### src/rtl/traffic_phase_scheduler.sv
// Demand-actuated four-approach phase scheduler: round-robin green service with
// fixed yellow and all-red handover, plus emergency preemption.
module traffic_phase_scheduler #(
    parameter int unsigned GREEN_MIN   = 4,
    parameter int unsigned GREEN_MAX   = 12,
    parameter int unsigned YELLOW_TIME = 3,
    parameter int unsigned ALLRED_TIME = 2,
    parameter int unsigned CNT_W       = 8
) (
    input  logic       clk,
    input  logic       reset,
    input  logic [3:0] req,
    input  logic       emerg_req,
    input  logic [1:0] emerg_dir,
    output logic [2:0] ns_light,
    output logic [2:0] sn_light,
    output logic [2:0] ew_light,
    output logic [2:0] we_light,
    output logic [1:0] active_dir,
    output logic [1:0] phase
);
    typedef enum logic [1:0] {
        IDLE   = 2'd0,
        GREEN  = 2'd1,
        YELLOW = 2'd2,
        ALLRED = 2'd3
    } state_t;

    localparam logic [CNT_W-1:0] GMIN_END = CNT_W'(GREEN_MIN - 1);
    localparam logic [CNT_W-1:0] GMAX_END = CNT_W'(GREEN_MAX - 1);
    localparam logic [CNT_W-1:0] YEL_END  = CNT_W'(YELLOW_TIME - 1);
    localparam logic [CNT_W-1:0] AR_END   = CNT_W'(ALLRED_TIME - 1);
    localparam logic [2:0] LT_RED = 3'b100;
    localparam logic [2:0] LT_YEL = 3'b010;
    localparam logic [2:0] LT_GRN = 3'b001;

    state_t           state, state_nxt;
    logic [CNT_W-1:0] timer, timer_nxt;
    logic [3:0]       pending, set_mask, grant_mask, others;
    logic [1:0]       dir_nxt, rot_dir, cand, pre_dir, pre_dir_nxt;
    logic             rot_found, grant, pre_flag, pre_flag_nxt, gap_out, max_out;
    logic [3:0][2:0]  lights, lights_nxt;

    // Round-robin search starting after the active approach; the active one comes last.
    always_comb begin
        rot_dir   = active_dir;
        rot_found = 1'b0;
        cand      = active_dir;
        for (int unsigned i = 1; i <= 4; i++) begin
            cand = active_dir + 2'(i);
            if (!rot_found && pending[cand]) begin
                rot_dir   = cand;
                rot_found = 1'b1;
            end
        end
    end

    assign others  = pending & ~(4'b0001 << active_dir);
    assign gap_out = (|others) && (timer >= GMIN_END) && !req[active_dir];
    assign max_out = (|others) && (timer == GMAX_END);

    always_comb begin
        state_nxt    = state;
        dir_nxt      = active_dir;
        timer_nxt    = timer;
        pre_flag_nxt = pre_flag;
        pre_dir_nxt  = pre_dir;
        grant        = 1'b0;
        unique case (state)
            IDLE: begin
                if (emerg_req) begin
                    grant   = 1'b1;
                    dir_nxt = emerg_dir;
                end else if (rot_found) begin
                    grant   = 1'b1;
                    dir_nxt = rot_dir;
                end
            end
            GREEN: begin
                // An emergency for the active approach freezes the timer and blocks handover.
                if (emerg_req) begin
                    if (emerg_dir != active_dir) begin
                        state_nxt    = YELLOW;
                        pre_flag_nxt = 1'b1;
                        pre_dir_nxt  = emerg_dir;
                    end
                end else if (gap_out || max_out) begin
                    state_nxt = YELLOW;
                end else if (timer != GMAX_END) begin
                    timer_nxt = timer + CNT_W'(1);
                end
            end
            YELLOW: begin
                if (timer == YEL_END) state_nxt = ALLRED;
                else                  timer_nxt = timer + CNT_W'(1);
            end
            ALLRED: begin
                if (timer == AR_END) begin
                    if (emerg_req) begin
                        grant   = 1'b1;
                        dir_nxt = emerg_dir;
                    end else if (pre_flag) begin
                        grant   = 1'b1;
                        dir_nxt = pre_dir;
                    end else if (rot_found) begin
                        grant   = 1'b1;
                        dir_nxt = rot_dir;
                    end else begin
                        state_nxt = IDLE;
                    end
                end else begin
                    timer_nxt = timer + CNT_W'(1);
                end
            end
            default: state_nxt = IDLE;
        endcase
        if (grant) begin
            state_nxt    = GREEN;
            pre_flag_nxt = 1'b0;
        end
        if (state_nxt != state) timer_nxt = '0;

        for (int unsigned d = 0; d < 4; d++) begin
            lights_nxt[d] = LT_RED;
            if (dir_nxt == 2'(d)) begin
                if (state_nxt == GREEN)       lights_nxt[d] = LT_GRN;
                else if (state_nxt == YELLOW) lights_nxt[d] = LT_YEL;
            end
        end
    end

    // Grant wins over a same-edge request; a held request re-latches one edge later.
    assign set_mask   = req | (emerg_req ? (4'b0001 << emerg_dir) : 4'b0000);
    assign grant_mask = grant ? (4'b0001 << dir_nxt) : 4'b0000;

    always_ff @(posedge clk or negedge reset) begin
        if (!reset) begin
            state      <= IDLE;
            timer      <= '0;
            pending    <= '0;
            active_dir <= 2'd3;
            pre_flag   <= 1'b0;
            pre_dir    <= 2'd0;
            lights     <= {4{LT_RED}};
        end else begin
            state      <= state_nxt;
            timer      <= timer_nxt;
            pending    <= (pending | set_mask) & ~grant_mask;
            active_dir <= dir_nxt;
            pre_flag   <= pre_flag_nxt;
            pre_dir    <= pre_dir_nxt;
            lights     <= lights_nxt;
        end
    end

    assign ns_light = lights[0];
    assign sn_light = lights[1];
    assign ew_light = lights[2];
    assign we_light = lights[3];
    assign phase    = state;

endmodule

### config.mk
export PLATFORM = sky130hd
export DESIGN_NAME = traffic_phase_scheduler
export DESIGN_NICKNAME = d
export VERILOG_FILES = /design/src/rtl/traffic_phase_scheduler.sv
export SDC_FILE = /design/constraint.sdc
export NUM_CORES = 1
export LEC_CHECK = 0
export ABC_AREA = 1
export CORE_ASPECT_RATIO = 1.2
export CORE_MARGIN = 1.5
export CORE_UTILIZATION = 56
export CTS_CLUSTER_DIAMETER = 100
export DETAILED_ROUTE_END_ITERATION = 7
export PLACE_DENSITY = 0.79
export SYNTH_ARGS = -nofsm -noshare
export SYNTH_HDL_FRONTEND = slang
export SYNTH_SLANG_ARGS = --single-unit
export TNS_END_PERCENT = 30
### constraint.sdc
create_clock -name clk -period 2.65 [get_ports clk]
set_input_delay 0.265 -clock clk [delete_from_list [all_inputs] [get_ports clk]]
set_output_delay 0.265 -clock clk [all_outputs]
set_load 0.05 [all_outputs]
* Word-level counts from Yosys, hierarchy flattened *
Cells that the tools add are included.

word-level totals
  register bits after elaboration = 31
  latch bits = 0
  RAM bits = 0
  memory bits (read-only) = 0
  input bits = 9
  output and inout bits = 16
  logic and storage cells = 127
  memories = 0

operators by class
  $add $sub $neg = 4
  $mul = 0
  divide/modulo/power cells = 0
  $lt $le $gt $ge = 5
  equality and inequality tests = 19
  shift-type cells = 3
  mux-type cells = 59
  bitwise logic cells = 6
  reductions and logical operators = 21

operators with widths
  kind                   count
  $mux W8                6
  $mux W2                18
  $pmux W8 S3            1
  $mux W1                18
  $mux W3                6
  $ne A3 B3 Y1 const B   5
  $lt A2 B3 Y1 const B   4
  $shl A1 B2 Y4 const A  3
  $bmux W1 S2            5
  $eq A2 B2 Y1 const B   5
  $add A8 B1 Y8 const B  1
  $and A4 B4 Y4          2
  $eq A8 B1 Y1 const B   1
  $eq A8 B2 Y1 const B   1
  $eq A8 B4 Y1 const B   1
  $ge A8 B2 Y1 const B   1
  $mux W4                2
  $ne A8 B4 Y1 const B   1
  $not A4 Y4             2
  $or A4 B4 Y4           2
  $eq A2 B1 Y1 const B   3
  $logic_and A1 B1 Y1    6
  $pmux W2 S3            1
  $reduce_and A3 Y1      2
  12 further kinds       20

* Depth between registers and ports, before layout *
  depth in word-level cells = 23
  depth in mapped cells = 18
  mapped depth without buffers = 18

* Least setup slack after synthesis *
OpenSTA, ideal clock, no wires.

  path kind = flip-flop to flip-flop
  from = reg active_dir[1]
  to = reg lights, in the netlist sn_light[2]
  setup time = 0.086 ns
  arrival = 2.554 ns
  required time = 2.564 ns
  slack = 0.010 ns
  stages on the path, launching flop included = 15
  buffers on the path = 0
  clock period less this slack = 2.640 ns
  cell sequence = dfstp_2 > inv_2 > ha_1 > inv_1 > nand3_4 > nand3_2 > nor2_2 > nand2_2 > nand2_1 > nand2_2 > o211ai_4 > nand3_2 > ha_1 > inv_1 > nand3_1

RTL lines
  what                      RTL line  source
  start: declaration        19        output logic [1:0] active_dir,
  start signal: assignment  149       active_dir <= dir_nxt;
  end signal: assignment    144       lights <= {4{LT_RED}};
  end signal: assignment    152       lights <= lights_nxt;
  end: declaration          42        logic [3:0][2:0] lights, lights_nxt;

==> results by group <==
STA
  • Fmax: 408 MHz
  • Final clock skew: 11.4 ps
  • Max transition margin: 64.0%
  • Final Slew Violations: 0
  • RSZ-0062 raised after global routing: false
  • Final hold violation count: 0
  • Final setup violation count: 0
  • Setup TNS: 0 ps
  • Tcrit/Tclk final: 92.5%
  • Min Tclk post-route: 2450 ps
  • Worst-Margin Slew: 538 ps

Drt
  • Detailed Route Iter0 Violations: 98
  • Remaining DRCs: 0
  • DR WL/cell: 13.5 um
  • DRT antenna net count: 0
  • Routed via count: 1984
  • Total Routed Length: 5060 um
  • Drt first pass iters: 4
  • Vias per cell: 5.28

Cells and area
  • Syn-to-layout area delta: 20.2%
  • # diodes: 0
  • Final Cell Area: 0.00271 mm^2
  • Area occupied by multi-input gates: 0.00128 mm^2
  • FF+latch area: 783 um^2
  • Layout cell share with drive strength beyond 1: 24.2%
  • Fillers: 323
  • Layout Nets: 343

Synth
  • Yosys cell types: 29
  • Sequential share of the synthesized area: 34.8%
  • Register bit total from synthesis: 31
  • Mean Syn Cell Area: 7.84 um^2
  • Synth Net Count: 309
  • Synth warn: 0
  • Synthesized instance count: 287
  • Mapped Area: 0.00225 mm^2

Place
  • DP HPWL: 3870 um
  • Placed cell area: 0.00258 mm^2
  • Placer's final routability congestion estimate: 0.868
  • Port Buffers: 24

Setup path
  • CP Buf/Inv Count: 3
  • Crit-path leading delay family: simple AND/OR/NAND/NOR gates
  • R2R Path End: sn_light[2]
  • Critical path launch point type: flip-flop
  • Worst Path Max Fanout: 8
  • R2r setup slk: 200 ps
  • Worst EP arrival: 2660 ps
  • WS Path Type: reg -> reg
  • CP required: 2860 ps
  • Worst stage delay on the critical path: 540 ps
  • Slowest CP cell: dfstp_2
  • FF-to-FF path depth: 14
  • CP Capture Type: flip-flop
  • Worst path cell trace: inv_2, ha_4, inv_1, nand3_2, nand2_4, nor2_2, nand2_2, nand2_1, nand2_2, o211ai_4, nand3_2, ha_1, inv_1, nand3_1
  • Reg2reg start: active_dir[1]

Floorplanning
  • IO Pins: 25
  • Width of the chip: 60.9 um
  • Core area: 0.00391 mm^2
  • Initial core utilization: 57.6%
  • Row cnt: 25
  • Die ar.: 0.00441 mm^2
  • Die height: 72.5 um

CTS
  • Reg clk slew, reported paths: 80 ps
  • TritonCTS Sinks: 31
  • CTS tree: yes
  • Inserted Clock Buffers: 5
  • Root buffer cell: clkbuf_8
  • Maximum clock insertion buffer count: 2
  • Setup repair bufs after CTS: 0
  • Clk_lat worst skew: 290 ps
  • Post-CTS Hold Buffers: 0
  • H-tree depth: 2
  • Post-CTS Resized: 0

Global route
  • Pin count of the biggest net entering global routing: 32
  • Total grt overflow: 0
  • First-pass GRT wire length: 8430 um
  • Number of global-route vias before repair: 1969
  • Initial antenna violation count: 0
  • GRT Util Overall: 25.5%

Power
  • Pwr dens: 1380 mW/mm^2
  • Leakage dissipation: 0.00132 uW
  • Max rail drop VDD: 874 uV
  • Total power: 3720 uW

Hold path
  • Worst hold path class: in -> async

Run status
  • Status: completed

Job
  • Maxcap violations: 0
-- kinds of logic (layout without fill, tap and decap cells) --
family	after synthesis	count (layout)	synth area share, %
simple gates	163	163	39.4
buf+inv	51	86	8.84
compound gates	22	22	7.06
xor+xnor	7	7	2.72
fa+ha+maj	13	13	7.23
flops	31	31	34.8
-- area by class of cell --
type,instances,share of cell area [%]
multi-input combinational,205,47.3
sequential,31,28.9
timing repair buffer,29,10.3
clock buffer,5,2.54
tap,54,2.50
inverter,49,6.80
clock inverter,3,1.62
-- registers in the layout, summed over array words and instances (netlist names) --
register,flops
ns_light,3
sn_light,3
timer,8
pre_flag,1
we_light,3
ew_light,3
active_dir,2
pre_dir,2
phase,2
pending,4
-- placed cells by master, fill, tap and decap left out, types with 2 or more instances in the layout --
cell type / synthesis / routed
a21oi_1: 6 / 6
a21oi_2: 2 / 2
buf_4: 0 / 5
clkbuf_8: 0 / 5
clkdlybuf4s50_1: 0 / 24
dfrtp_1: 25 / 25
dfstp_2: 6 / 6
ha_1: 13 / 12
inv_1: 41 / 41
inv_2: 8 / 8
nand2_1: 60 / 60
nand2_2: 14 / 14
nand2_4: 8 / 8
nand3_1: 22 / 22
nand3_2: 8 / 8
nand3_4: 3 / 3
nand4_1: 8 / 8
nor2_1: 24 / 24
nor2_2: 11 / 11
nor3_1: 3 / 3
o21ai_0: 5 / 5
o22ai_1: 2 / 2
o31ai_1: 3 / 3
xor2_1: 7 / 7
-- cell usage after synthesis --
| master | number | area share [%] |
|---|---|---|
| a21boi_0 | 1 | 0.33 |
| a21oi_4 | 1 | 0.72 |
| dfstp_2 | 6 | 7.0 |
| nand3_1 | 22 | 4.9 |
| ha_1 | 13 | 7.2 |
| a21oi_1 | 6 | 1.3 |
| nand4_1 | 8 | 2.2 |
| o21ai_0 | 5 | 1.1 |
| o22ai_1 | 2 | 0.56 |
| buf_6 | 1 | 0.50 |
| o211ai_4 | 1 | 0.94 |
| o31ai_1 | 3 | 1.0 |
| dfrtp_1 | 25 | 28 |
| a21oi_2 | 2 | 0.78 |
| nor3_1 | 3 | 0.67 |
| a31oi_1 | 1 | 0.28 |
| inv_1 | 41 | 6.8 |
| nand2_2 | 14 | 3.9 |
| nor2_1 | 24 | 4.0 |
| nor3_2 | 1 | 0.44 |
| nand3_4 | 3 | 2.3 |
| xor2_1 | 7 | 2.7 |
| nand2_1 | 60 | 10 |
| nand2_4 | 8 | 4.0 |
| inv_2 | 8 | 1.3 |
| or2_2 | 1 | 0.28 |
| nand3_2 | 8 | 3.6 |
| clkbuf_1 | 1 | 0.17 |
| nor2_2 | 11 | 3.1 |
-- worst register-to-register path, delay by kind of cell (launching register included) --
kind                     cells  cell delay [ps]
flip-flops                   1              540
AO/OA/AOI/OAI                1              120
adder cells (fa/ha/maj)      2              620
buffers and inverters        3              280
AND/OR/NAND/NOR              8              820
-- metal layers --
metal / GRT usage [%] / part of all wire (%) / vias to the layer above
met5: 0 / 0 / -
met4: 13.3 / 3.6 / 0
met3: 5.35 / 3.9 / 17
met2: 44.3 / 53 / 51
met1: 28.6 / 40 / 947
li1: - / - / 969
-- power by group --
group | switching, uW | total [uW] | internal (uW) | leakage, uW
Sequential | 81.7 | 699 | 617 | 0.000384
Clock | 182 | 462 | 280 | 0.0000581
Combinational | 1750 | 2560 | 817 | 0.000878
Total | 2010 | 3720 | 1710 | 0.00132
-- metrics by stage --
step,utilization (%),std cells,hold WS (ps),setup WS [ps]
finish,69.2,376,368,198
global route,69.2,376,396,34.4
CTS,68.9,376,378,108
detailed placement,66.0,368,479,116
global placement,66.0,368,477,221
floorplan,-,287,-30.6,10.1
-- how the worst max path moves through the flow --
stage / start / endpoint / slack (ps) / cells after the start
after floorplan: active_dir[1] / sn_light[2] / 10 / 14
after global placement: active_dir[1] / we_light[2] / 220 / 14
after detailed placement: active_dir[1] / sn_light[2] / 120 / 14
after CTS: active_dir[1] / sn_light[2] / 110 / 14
after global routing: active_dir[1] / sn_light[2] / 30 / 14
final: active_dir[1] / sn_light[2] / 200 / 14
No activity file was read; power rests on OpenSTA's default activity.
